## src/rtl/uart_tx.sv

```systemverilog
// uart_tx: 8N1 serial transmitter with a small transmit FIFO.
// Ports: clk, rst (async, active-high), tx_data/tx_valid/tx_ready push side,
//        tx (serial line, idle high), tx_busy, fifo_count.
module uart_tx #(
  parameter int CLKS_PER_BIT = 10416,
  parameter int FIFO_DEPTH   = 4
) (
  input  logic       clk,
  input  logic       rst,
  input  logic [7:0] tx_data,
  input  logic       tx_valid,
  output logic       tx_ready,
  output logic       tx,
  output logic       tx_busy,
  output logic [4:0] fifo_count
);

  localparam int BW = (CLKS_PER_BIT > 1) ? $clog2(CLKS_PER_BIT) : 1;
  localparam int PW = (FIFO_DEPTH > 1) ? $clog2(FIFO_DEPTH) : 1;

  localparam logic [BW-1:0] BAUD_LAST = BW'(CLKS_PER_BIT - 1);
  localparam logic [BW-1:0] BAUD_ONE  = BW'(1);
  localparam logic [PW-1:0] PTR_ONE   = PW'(1);
  localparam logic [4:0]    DEPTH     = 5'(FIFO_DEPTH);

  typedef enum logic [1:0] {
    S_IDLE,
    S_START,
    S_DATA,
    S_STOP
  } state_t;

  state_t        r_state;
  state_t        w_state_n;
  logic [BW-1:0] r_baud;
  logic [BW-1:0] w_baud_n;
  logic [2:0]    r_bit;
  logic [2:0]    w_bit_n;
  logic [7:0]    r_shift;
  logic [7:0]    w_shift_n;
  logic          r_tx;
  logic          w_tx_n;

  logic [7:0]    r_mem [FIFO_DEPTH];
  logic [PW-1:0] r_wptr;
  logic [PW-1:0] r_rptr;
  logic [4:0]    r_count;
  // Cleared by reset, set on the first clock after it: keeps
  // tx_ready low while rst is held without a path from rst.
  logic          r_live;

  logic          w_push;
  logic          w_pop;
  logic          w_tick;
  logic          w_has;
  logic [7:0]    w_head;

  assign w_has    = (r_count != 5'd0);
  assign w_head   = r_mem[r_rptr];
  assign w_tick   = (r_baud == BAUD_LAST);

  assign tx_ready = r_live && (r_count < DEPTH);
  assign w_push   = tx_valid && tx_ready;

  assign tx         = r_tx;
  assign fifo_count = r_count;
  assign tx_busy    = (r_state != S_IDLE) || w_has;

  // Next-state logic. A pop is only ever requested when the
  // FIFO holds data, so the head read is always valid.
  always_comb begin
    w_state_n = r_state;
    w_baud_n  = r_baud;
    w_bit_n   = r_bit;
    w_shift_n = r_shift;
    w_pop     = 1'b0;
    unique case (r_state)
      S_IDLE: begin
        if (w_has) begin
          w_pop     = 1'b1;
          w_shift_n = w_head;
          w_baud_n  = '0;
          w_bit_n   = 3'd0;
          w_state_n = S_START;
        end
      end
      S_START: begin
        if (w_tick) begin
          w_baud_n  = '0;
          w_bit_n   = 3'd0;
          w_state_n = S_DATA;
        end else begin
          w_baud_n = r_baud + BAUD_ONE;
        end
      end
      S_DATA: begin
        if (w_tick) begin
          w_baud_n  = '0;
          w_shift_n = {1'b0, r_shift[7:1]};
          if (r_bit == 3'd7) begin
            w_bit_n   = 3'd0;
            w_state_n = S_STOP;
          end else begin
            w_bit_n = r_bit + 3'd1;
          end
        end else begin
          w_baud_n = r_baud + BAUD_ONE;
        end
      end
      S_STOP: begin
        if (w_tick) begin
          w_baud_n = '0;
          w_bit_n  = 3'd0;
          // Back-to-back frames: chain straight into START.
          if (w_has) begin
            w_pop     = 1'b1;
            w_shift_n = w_head;
            w_state_n = S_START;
          end else begin
            w_state_n = S_IDLE;
          end
        end else begin
          w_baud_n = r_baud + BAUD_ONE;
        end
      end
      default: begin
        w_baud_n  = '0;
        w_bit_n   = 3'd0;
        w_state_n = S_IDLE;
      end
    endcase
  end

  // Line level is a function of the state being entered, so the
  // registered tx changes on the same edge as the state.
  always_comb begin
    w_tx_n = 1'b1;
    unique case (1'b1)
      (w_state_n == S_START): w_tx_n = 1'b0;
      (w_state_n == S_DATA):  w_tx_n = w_shift_n[0];
      default:                w_tx_n = 1'b1;
    endcase
  end

  always_ff @(posedge clk or posedge rst) begin
    if (rst) begin
      r_state <= S_IDLE;
      r_baud  <= '0;
      r_bit   <= 3'd0;
      r_shift <= 8'd0;
      r_tx    <= 1'b1;
      r_live  <= 1'b0;
    end else begin
      r_state <= w_state_n;
      r_baud  <= w_baud_n;
      r_bit   <= w_bit_n;
      r_shift <= w_shift_n;
      r_tx    <= w_tx_n;
      r_live  <= 1'b1;
    end
  end

  always_ff @(posedge clk or posedge rst) begin
    if (rst) begin
      r_wptr  <= '0;
      r_rptr  <= '0;
      r_count <= 5'd0;
    end else begin
      if (w_push) begin
        r_wptr <= r_wptr + PTR_ONE;
      end
      if (w_pop) begin
        r_rptr <= r_rptr + PTR_ONE;
      end
      unique case ({w_push, w_pop})
        2'b10:   r_count <= r_count + 5'd1;
        2'b01:   r_count <= r_count - 5'd1;
        default: r_count <= r_count;
      endcase
    end
  end

  // Storage needs no reset: entries are only read once written.
  always_ff @(posedge clk) begin
    if (w_push) begin
      r_mem[r_wptr] <= tx_data;
    end
  end

endmodule

```

## config.mk

```make
export PLATFORM = sky130hd
export DESIGN_NAME = uart_tx
export DESIGN_NICKNAME = d
export VERILOG_FILES = /design/src/rtl/uart_tx.sv
export SDC_FILE = /design/constraint.sdc
export NUM_CORES = 1
export LEC_CHECK = 0
export BUFFER_PORTS_ARGS = -buffer_cell sky130_fd_sc_hd__buf_2
export CAP_MARGIN = 20
export CELL_PAD_IN_SITES_DETAIL_PLACEMENT = 0
export CELL_PAD_IN_SITES_GLOBAL_PLACEMENT = 1
export CORE_MARGIN = 2
export CORE_UTILIZATION = 50
export CTS_BUF_LIST = sky130_fd_sc_hd__clkbuf_16
export CTS_CLUSTER_DIAMETER = 200
export DETAILED_ROUTE_END_ITERATION = 8
export GPL_TIMING_DRIVEN = 0
export PLACE_DENSITY_LB_ADDON = 0.08
export REMOVE_ABC_BUFFERS = 1
export SYNTH_ARGS = -nofsm -noshare
export SYNTH_HDL_FRONTEND = slang
export SYNTH_SLANG_ARGS = --single-unit
```

## constraint.sdc

```tcl
create_clock -name clk -period 3.54 [get_ports clk]
set_clock_uncertainty 0.05 [all_clocks]
set_input_delay 0.354 -clock clk [delete_from_list [all_inputs] [get_ports clk]]
set_output_delay 0.354 -clock clk [all_outputs]
set_load 0.02 [all_outputs]
```

==> results of run 1 <==
cell usage after synthesis (all sizes together), types with 6 or more instances:
| library cell | count | area share, % |
|---|---|---|
| mux2i | 8 | 2.3 |
| edfxtp | 32 | 28 |
| buf | 6 | 1.2 |
| nor2 | 9 | 1.1 |
| inv | 9 | 0.98 |
| o21a | 6 | 1.3 |
| o21ai | 36 | 5.4 |
| dfrtp | 37 | 27 |
| ha | 16 | 5.8 |
| nand2 | 24 | 2.6 |
| a2bb2oi | 6 | 1.5 |
| mux4 | 8 | 5.2 |
| and2 | 8 | 1.5 |
state kept, by name (all words and copies together) (netlist names):
name        cells
fifo_count      5
tx              1
r_mem          32
r_state         2
r_baud         14
r_rptr          2
r_wptr          2
r_shift         8
r_live          1
r_bit           3
where the power goes:
part / total [mW] / internal, mW / switching [mW]
registers: 1.17 / 1.01 / 0.166
clock network: 0.917 / 0.554 / 0.363
logic: 1.02 / 0.477 / 0.545
worst reg2reg max path: cells and delay by family (launching register included):
| family | cells | cell delay, ns |
|---|---|---|
| DFF | 1 | 0.45 |
| and+or+nand+nor | 2 | 0.20 |
| xor gates and xnor gates | 2 | 0.33 |
| buffers and inverters | 1 | 0.16 |
| AOI/OAI and AO/OA | 3 | 0.82 |
| adders and majority gates | 3 | 1.08 |
cells by family (layout without fill, tap and decap cells):
kind of cell    count (synthesis)  after routing  synth area share [%]
compound gates                 71             71                  14.0
flops                          70             70                  55.4
simple gates                   69             69                  11.0
buf+inv                        20             43                  2.75
fa+ha+maj                      17             17                  6.38
mux                            17             17                  7.87
xor+xnor                       10             10                  2.54
other cells                     1              1                 0.109
path summary, 6_finish.rpt:
kind	endpoint	slack [ns]	cells past startpoint
worst max-delay path	fifo_count[4]$_DFFE_PP0P_	0.33	11
worst min-delay path	r_wptr[0]$_DFFE_PP0P_	0.13	2
worst max register to register	fifo_count[4]$_DFFE_PP0P_	0.33	11
worst min register to register	fifo_count[4]$_DFFE_PP0P_	0.44	1
max in group asynchronous	r_shift[7]$_DFFE_PP0P_	2.79	2
min in group clk	r_mem[0][4]$_DFFE_PP_	0.19	1
stage by stage:
stage               cells  power (mW)  utilization, %
floorplan             264        1.95               -
global placement      362        2.19            53.3
detailed placement    362        2.21            53.3
CTS                   378        3.14            57.8
global route          378        3.31            57.9
finish                378        3.11            57.9
layout make-up:
class                   instances  area (sq um)
inverters                       9          33.8
multi-input cells             185          1450
well taps                      80           100
repair buffers                 18          90.1
flip-flops and latches         70          1910
clock buffers                   9           225
clock inverters                 7          80.1
fillers                       551          2830
metal layers:
layer | global-route usage (%) | vias to the layer above | share of wire (%)
met5 | 0 | - | 0
met4 | 7.83 | 0 | 1.8
met3 | 3.13 | 11 | 2.6
met2 | 30.3 | 35 | 48
met1 | 24.7 | 1055 | 48
li1 | - | 1065 | -
timing repair:
item                       in CTS  in global routing
gates resized for setup         0                  1
setup endpoints to repair       0                  1
setup buffers                   0                  0
==> impl_metrics.env, run 1 <==
export IMPL_drive_gt1_share_pct=19.1
export IMPL_clock_latency_ns=0.33
export IMPL_final_cell_mix="dfrtp_1 (37), o21ai_0 (34), edfxtp_1 (32)"
export IMPL_drc=0
export IMPL_leakage_nw=1.60
export IMPL_cpPeakStageDelay_ns=0.47
export IMPL_hold_violations=0
export IMPL_synth_seq_cells=70
export IMPL_finish_net_count=321
export IMPL_synthArstFlopShare_pct=54.3
export IMPL_drt_wl_total_microns=6240
export IMPL_post_route_cell_area_sq_mm=0.00389
export IMPL_cts_tree="done"
export IMPL_antenna_cells=0
export IMPL_fin_hold_ws_ns=0.134
export IMPL_h_tree_depth=3
export IMPL_crit_family="adder cells"
export IMPL_reg2reg_from="r_state[0]$_DFF_PP0_"
export IMPL_root_buffer="clkbuf_16"
export IMPL_tightestPinTransition_ns=0.817
export IMPL_postSynthAreaPerCell_sq_um=12.6
export IMPL_ctsHoldBuffers=0
export IMPL_grt_ovfl_total=0
export IMPL_netlist_instances=275
export IMPL_critPathBufInv=1
export IMPL_vdd_drop_max_mv=0.530
export IMPL_ios=19
export IMPL_setup_viol=0
export IMPL_initial_core_util_pct=51.4
export IMPL_die_area_sq_mm=0.00758
export IMPL_detailedPlacementHpwl_microns=4160
export IMPL_max_clock_path_buffers=2
export IMPL_cts_buffers=9
export IMPL_core_sq_mm=0.00672
export IMPL_endpoint_kind="register"
export IMPL_drt_iter0_drc=142
export IMPL_crit_chain="inv_1 > ha_1 > a41oi_2 > nor3_2 > ha_1 > fa_1 > a21o_1 > a21oi_1 > xor2_1 > nor2_1 > xor2_1"
export IMPL_start_kind="register"
export IMPL_crit_slowest_cell="a41oi_2"
export IMPL_grt_pass1_wl_microns=10800
export IMPL_placed_cell_area_sq_mm=0.00358
export IMPL_layout_commonest_cell="dfrtp_1"
export IMPL_slew_violations=0
export IMPL_antenna_found_initial=0
export IMPL_ys_warn_count=0
export IMPL_layout_setup_ws_ns=0.334
export IMPL_vias=2166
export IMPL_cts_sinks=70
export IMPL_grt_pass1_vias=2221
export IMPL_die_w_microns=87.1
export IMPL_maxCapViolCount=0
export IMPL_ys_seq_area_share_pct=55.4
export IMPL_io_buffers=18
export IMPL_path_clk_slew_ns=0.06
export IMPL_dr_pass1_iters=4
export IMPL_min_delay_path_class="in -> async"
export IMPL_relSlewSlack_pct=45.5
export IMPL_die_h_microns=87.1
export IMPL_grtUsageTotal_pct=18.6
export IMPL_cp_max_fo=9
export IMPL_synth_cell_types=51
export IMPL_period_share_pct=90.6
export IMPL_vias_per_cell=5.73
export IMPL_synthesis_area_sq_mm=0.00345
export IMPL_dp_slack_ns=0.249
export IMPL_row_count=30
export IMPL_critPathKind="reg -> reg"
export IMPL_ys_flop_type="dfrtp_1"
export IMPL_layout_min_cycle_time_ns=3.21
export IMPL_rsz0062_at_grt="no"
export IMPL_gp_congestion=0.772
export IMPL_status="completed"
export IMPL_grt_max_degree=39
export IMPL_antenna_left=0
export IMPL_syn2layout_area_growth_pct=12.7
export IMPL_required_ns=3.70
export IMPL_finalSetupTns_ns=0
export IMPL_max_freq_ghz=0.312
export IMPL_critPathArrivalTime_ns=3.37
export IMPL_critPathLaunch="r_state[0]$_DFF_PP0_"
export IMPL_wl_per_cell_microns=16.5
export IMPL_power_density_cell_area_mw_per_mm2=799
export IMPL_synth_edf_count=32
No activity file was read; power rests on OpenSTA's default activity.
==> run 2: changes to the inputs <==
Settings changed: CORE_UTILIZATION 50 to 45.
==> run 2 against run 1 <==
First-iteration DRC count decreased by 32%. Routed wire length increased by 2.4%. Power decreased by 0.88%. Worst hold slack got worse by 0.0055 ns.
==> impl_metrics.env, run 2 (synthesis results as in run 1) <==
export IMPL_dr_pass1_iters=4
export IMPL_row_count=31
export IMPL_drc=0
export IMPL_drive_gt1_share_pct=19.1
export IMPL_antenna_found_initial=0
export IMPL_io_buffers=18
export IMPL_regMostFlops="r_mem"
export IMPL_vdd_drop_max_mv=0.507
export IMPL_maxCapViolCount=0
export IMPL_path_clk_slew_ns=0.06
export IMPL_finish_net_count=321
export IMPL_initial_core_util_pct=47.1
export IMPL_reg2reg_from="r_state[0]$_DFF_PP0_"
export IMPL_antenna_left=0
export IMPL_crit_chain="inv_1 > ha_1 > a41oi_2 > nor3_2 > ha_1 > fa_1 > a21o_1 > a21oi_1 > xor2_1 > nor2_1 > xor2_1"
export IMPL_leakage_nw=1.60
export IMPL_ios=19
export IMPL_grt_pass1_vias=2106
export IMPL_crit_slowest_cell="a41oi_2"
export IMPL_status="completed"
export IMPL_final_cell_mix="dfrtp_1 (37), o21ai_0 (34), edfxtp_1 (32)"
export IMPL_vias_per_cell=5.49
export IMPL_detailedPlacementHpwl_microns=4350
export IMPL_die_w_microns=91.6
export IMPL_core_sq_mm=0.00733
export IMPL_die_h_microns=91.6
export IMPL_cts_buffers=9
export IMPL_antenna_cells=0
export IMPL_layout_min_cycle_time_ns=3.23
export IMPL_rsz0062_at_grt="no"
export IMPL_grtUsageTotal_pct=17.0
export IMPL_period_share_pct=91.3
export IMPL_tightestPinTransition_ns=0.796
export IMPL_wl_per_cell_microns=16.1
export IMPL_syn2layout_area_growth_pct=13.2
export IMPL_root_buffer="clkbuf_16"
export IMPL_crit_family="adder cells"
export IMPL_drt_iter0_drc=96
export IMPL_critPathKind="reg -> reg"
export IMPL_finalSetupTns_ns=0
export IMPL_worst_r2r_path_depth=11
export IMPL_r2r_end="fifo_count[4]$_DFFE_PP0P_"
export IMPL_cp_max_fo=9
export IMPL_cts_setup_buffers=0
export IMPL_slew_violations=0
export IMPL_switching_share_pct=34.3
export IMPL_placed_cell_area_sq_mm=0.00360
export IMPL_seq_power_share_pct=38.0
export IMPL_vias=2180
export IMPL_setup_viol=0
export IMPL_pwr_share_comb_pct=33.0
export IMPL_layout_commonest_cell="dfrtp_1"
export IMPL_r2r_slack_ns=0.31
export IMPL_power_density_cell_area_mw_per_mm2=789
export IMPL_largest_reg_flops=32
export IMPL_endpoint_kind="register"
export IMPL_gp_congestion=0.699
export IMPL_post_route_cell_area_sq_mm=0.00391
export IMPL_hold_violations=0
export IMPL_p_clk_share_pct=28.9
export IMPL_reg_top3="r_mem: 32 flops, r_baud: 14 flops, r_shift: 8 flops"
export IMPL_critPathBufInv=1
export IMPL_grt_ovfl_total=0
export IMPL_switchingPower_mw=1.06
export IMPL_critPathArrivalTime_ns=3.40
export IMPL_fin_hold_ws_ns=0.128
export IMPL_clock_latency_ns=0.33
export IMPL_start_kind="register"
export IMPL_grt_pass1_wl_microns=10800
export IMPL_drt_wl_total_microns=6390
export IMPL_h_tree_depth=3
export IMPL_max_freq_ghz=0.309
export IMPL_grt_max_degree=39
export IMPL_cts_sinks=70
export IMPL_cts_tree="done"
export IMPL_required_ns=3.70
export IMPL_min_delay_path_class="in -> async"
export IMPL_cpPeakStageDelay_ns=0.52
export IMPL_max_clock_path_buffers=2
export IMPL_p_int_mw=2.03
export IMPL_relSlewSlack_pct=46.8
export IMPL_die_area_sq_mm=0.00839
==> run 2: cell count changes in the layout (fill, tap and decap cells not counted), sizes merged <==
| cell | before | now |
|---|---|---|
| clkinv | 1 | 3 |
| inv | 12 | 10 |
==> run 2: repair_timing <==
item | CTS | global route
hold buffers | 0 | 0
resized for setup | 0 | 1
endpoints found under the setup margin | 0 | 1
==> run 2: stage by stage <==
step	utilization (%)	setup WS, ns	instances	power, mW
2_1_floorplan	-	0.687	264	1.95
3_3_place_gp	49.2	0.277	381	2.20
3_5_place_dp	49.2	0.255	381	2.21
4_1_cts	53.2	0.248	397	3.11
5_1_grt	53.3	0.0424	397	3.31
6_report	53.3	0.307	397	3.08
==> run 2: power groups by stage <==
stage	clock (mW)	sequential, mW	combinational [mW]
detailed placement	0	1.19	1.02
floorplan	0	1.19	0.759
finish	0.892	1.17	1.02
global placement	0	1.19	1.01
CTS	0.912	1.18	1.03
global route	0.952	1.20	1.15
==> run 2: cell type report <==
type	count	area, sq um
Clock buffer	9	225
Sequential cell	70	1910
Inverter	9	33.8
Tap cell	99	124
Timing Repair Buffer	18	90.1
Fill cell	667	3420
Clock inverter	7	72.6
Multi-Input combinational cell	185	1450
==> run 2: how the worst max path moves through the flow <==
stage / from / endpoint / slack, ns / cells past startpoint
6_report: r_state[0]$_DFF_PP0_ / fifo_count[4]$_DFFE_PP0P_ / 0.31 / 11
4_1_cts: r_state[0]$_DFF_PP0_ / fifo_count[4]$_DFFE_PP0P_ / 0.25 / 11
3_5_place_dp: r_state[0]$_DFF_PP0_ / fifo_count[4]$_DFFE_PP0P_ / 0.26 / 11
3_3_place_gp: r_state[0]$_DFF_PP0_ / fifo_count[4]$_DFFE_PP0P_ / 0.28 / 11
2_1_floorplan: r_baud[0]$_DFFE_PP0P_ / fifo_count[4]$_DFFE_PP0P_ / 0.69 / 11
5_1_grt: r_state[0]$_DFF_PP0_ / fifo_count[4]$_DFFE_PP0P_ / 0.04 / 11
==> run 2: layer usage <==
layer / global-route usage (%) / routed length [microns]
met2: 24.6 / 2890
met5: 0 / 0
met4: 8.71 / 143
met3: 3.32 / 178
met1: 24.2 / 3170
==> run 2: worst register-to-register path, delay by kind of cell, from the launching register on <==
kind | cells | cell delay (ns)
adders and majority gates | 3 | 1.10
AOI/OAI and AO/OA | 3 | 0.88
DFF | 1 | 0.45
xor gates and xnor gates | 2 | 0.30
and+or+nand+nor | 2 | 0.19
buffers and inverters | 1 | 0.16
==> run 3: changes to the inputs <==
Settings changed: CORE_MARGIN 2 to 8, SETUP_SLACK_MARGIN set to 0.4.
==> run 3 against run 2 <==
Count of clock-buffer cells in the layout unchanged. Register-to-register slack gained 0.32 ns. Final cell count grew 1.8%. Global-route usage is 3.7 points lower. Critical path depth stayed put. Fmax rose by 11%. Power rose by 1.5%. Clock power is 2.5% lower. Largest power group unchanged. Highest routed layer unchanged.
==> impl_metrics.env, run 3 (synthesis results as in run 1) <==
export IMPL_status="completed"
export IMPL_start_kind="register"
export IMPL_grt_max_degree=39
export IMPL_critPathKind="reg -> reg"
export IMPL_setup_viol=0
export IMPL_antenna_cells=0
export IMPL_die_w_microns=104
export IMPL_maxCapViolCount=0
export IMPL_max_freq_ghz=0.343
export IMPL_layout_setup_ws_ns=0.624
export IMPL_detailedPlacementHpwl_microns=4540
export IMPL_drt_iter0_drc=71
export IMPL_largest_reg_flops=32
export IMPL_final_cell_mix="dfrtp_1 (37), o21ai_0 (34), edfxtp_1 (32)"
export IMPL_antenna_left=0
export IMPL_layout_commonest_cell="dfrtp_1"
export IMPL_antenna_found_initial=0
export IMPL_wl_per_cell_microns=16.3
export IMPL_dp_slack_ns=0.228
export IMPL_finish_net_count=326
export IMPL_ios=19
export IMPL_row_count=32
export IMPL_drt_wl_total_microns=6600
export IMPL_fill_cells=666
export IMPL_endpoint_kind="register"
export IMPL_period_share_pct=82.4
export IMPL_core_sq_mm=0.00757
export IMPL_busiest_layer="met2"
export IMPL_clock_latency_ns=0.33
export IMPL_grt_pass1_wl_microns=11400
export IMPL_root_buffer="clkbuf_16"
export IMPL_path_clk_slew_ns=0.05
export IMPL_grt_pass1_vias=2238
export IMPL_syn2layout_area_growth_pct=14.9
export IMPL_drive_gt1_share_pct=21.2
export IMPL_reg_top3="r_mem: 32 flops, r_baud: 14 flops, r_shift: 8 flops"
export IMPL_leakage_nw=1.62
export IMPL_rsz0062_at_grt="no"
export IMPL_vdd_drop_max_mv=0.461
export IMPL_initial_core_util_pct=45.6
export IMPL_relSlewSlack_pct=45.0
export IMPL_min_delay_path_class="in -> async"
export IMPL_tightestPinTransition_ns=0.825
export IMPL_cp_max_fo=7
export IMPL_die_h_microns=104
export IMPL_gp_congestion=0.728
export IMPL_drc=0
export IMPL_critPathArrivalTime_ns=3.07
export IMPL_cts_sinks=70
export IMPL_io_buffers=18
export IMPL_finalSetupTns_ns=0
export IMPL_grt_ovfl_total=0
export IMPL_gr_usage_met2_pct=19.9
export IMPL_cts_tree="done"
export IMPL_grt_use_met1_pct=17.7
export IMPL_met3_usage_pct=2.85
export IMPL_regMostFlops="r_mem"
export IMPL_die_area_sq_mm=0.0107
export IMPL_vias=2157
export IMPL_h_tree_depth=3
export IMPL_hold_violations=0
export IMPL_ctsHoldBuffers=0
export IMPL_max_clock_path_buffers=2
export IMPL_grtUsageTotal_pct=13.3
export IMPL_required_ns=3.69
export IMPL_vias_per_cell=5.34
export IMPL_power_density_cell_area_mw_per_mm2=789
export IMPL_layout_min_cycle_time_ns=2.92
export IMPL_dr_pass1_iters=4
export IMPL_slew_violations=0
export IMPL_cts_buffers=9
==> run 3: layer usage <==
metal,part of all wire (%),vias up
li1,-,1069
met1,50,1058
met2,46,22
met3,2.2,8
met4,1.7,0
met5,0,-
==> run 3: repair_timing <==
action | in CTS | in global routing
buffers inserted | 0 | 5
pin swaps | 0 | 0
gates resized for setup | 3 | 3
gates cloned | 0 | 0
setup endpoints to repair | 1 | 1
==> run 3: layout make-up <==
class / count / area, sq um / share of cell area (%)
Clock inverter: 6 / 63.8 / 1.61
Tap cell: 102 / 128 / 3.22
Inverter: 9 / 33.8 / 0.851
Multi-Input combinational cell: 185 / 1480 / 37.2
Clock buffer: 9 / 225 / 5.68
Sequential cell: 70 / 1910 / 48.2
Timing Repair Buffer: 23 / 128 / 3.22
==> run 3: where the power goes <==
part | internal, mW | leakage (nW) | total (mW) | switching, mW
logic | 0.523 | 0.705 | 1.08 | 0.554
registers | 1.01 | 0.778 | 1.18 | 0.176
clock network | 0.539 | 0.137 | 0.870 | 0.331
total | 2.07 | 1.62 | 3.13 | 1.06
==> run 3: through the flow <==
stage	std cells	hold WS, ns	total power [mW]	area (sq um)	utilization, %
after global routing	404	0.186	3.35	3970	52.4
after floorplan	264	0.403	1.95	3390	-
after detailed placement	384	0.431	2.22	3610	47.7
after CTS	399	0.177	3.11	3920	51.8
after global placement	384	0.420	2.21	3610	47.7
final	404	0.128	3.13	3970	52.4
==> run 3: critical path, cell delays in order, from the launching register on <==
cell     delay, ns
dfrtp_1       0.39
ha_1          0.24
and3_1        0.35
a41oi_4       0.21
nor3_2        0.25
ha_2          0.32
ha_1          0.29
a21o_1        0.17
a21oi_1       0.17
xor2_1        0.15
nor2_1        0.06
xor2_1        0.14
==> run 3: worst paths after layout <==
path / cells past startpoint / slack (ns) / from / endpoint
worst max-delay path: 11 / 0.62 / r_baud[0]$_DFFE_PP0P_ / fifo_count[4]$_DFFE_PP0P_
worst min-delay path: 2 / 0.13 / rst / fifo_count[2]$_DFFE_PP0P_
worst max register to register: 11 / 0.62 / r_baud[0]$_DFFE_PP0P_ / fifo_count[4]$_DFFE_PP0P_
worst min register to register: 2 / 0.43 / r_bit[2]$_DFFE_PP0P_ / r_bit[2]$_DFFE_PP0P_
max in group asynchronous: 2 / 2.77 / rst / r_state[0]$_DFF_PP0_
min in group clk: 1 / 0.19 / tx_data[5] / r_mem[1][5]$_DFFE_PP_
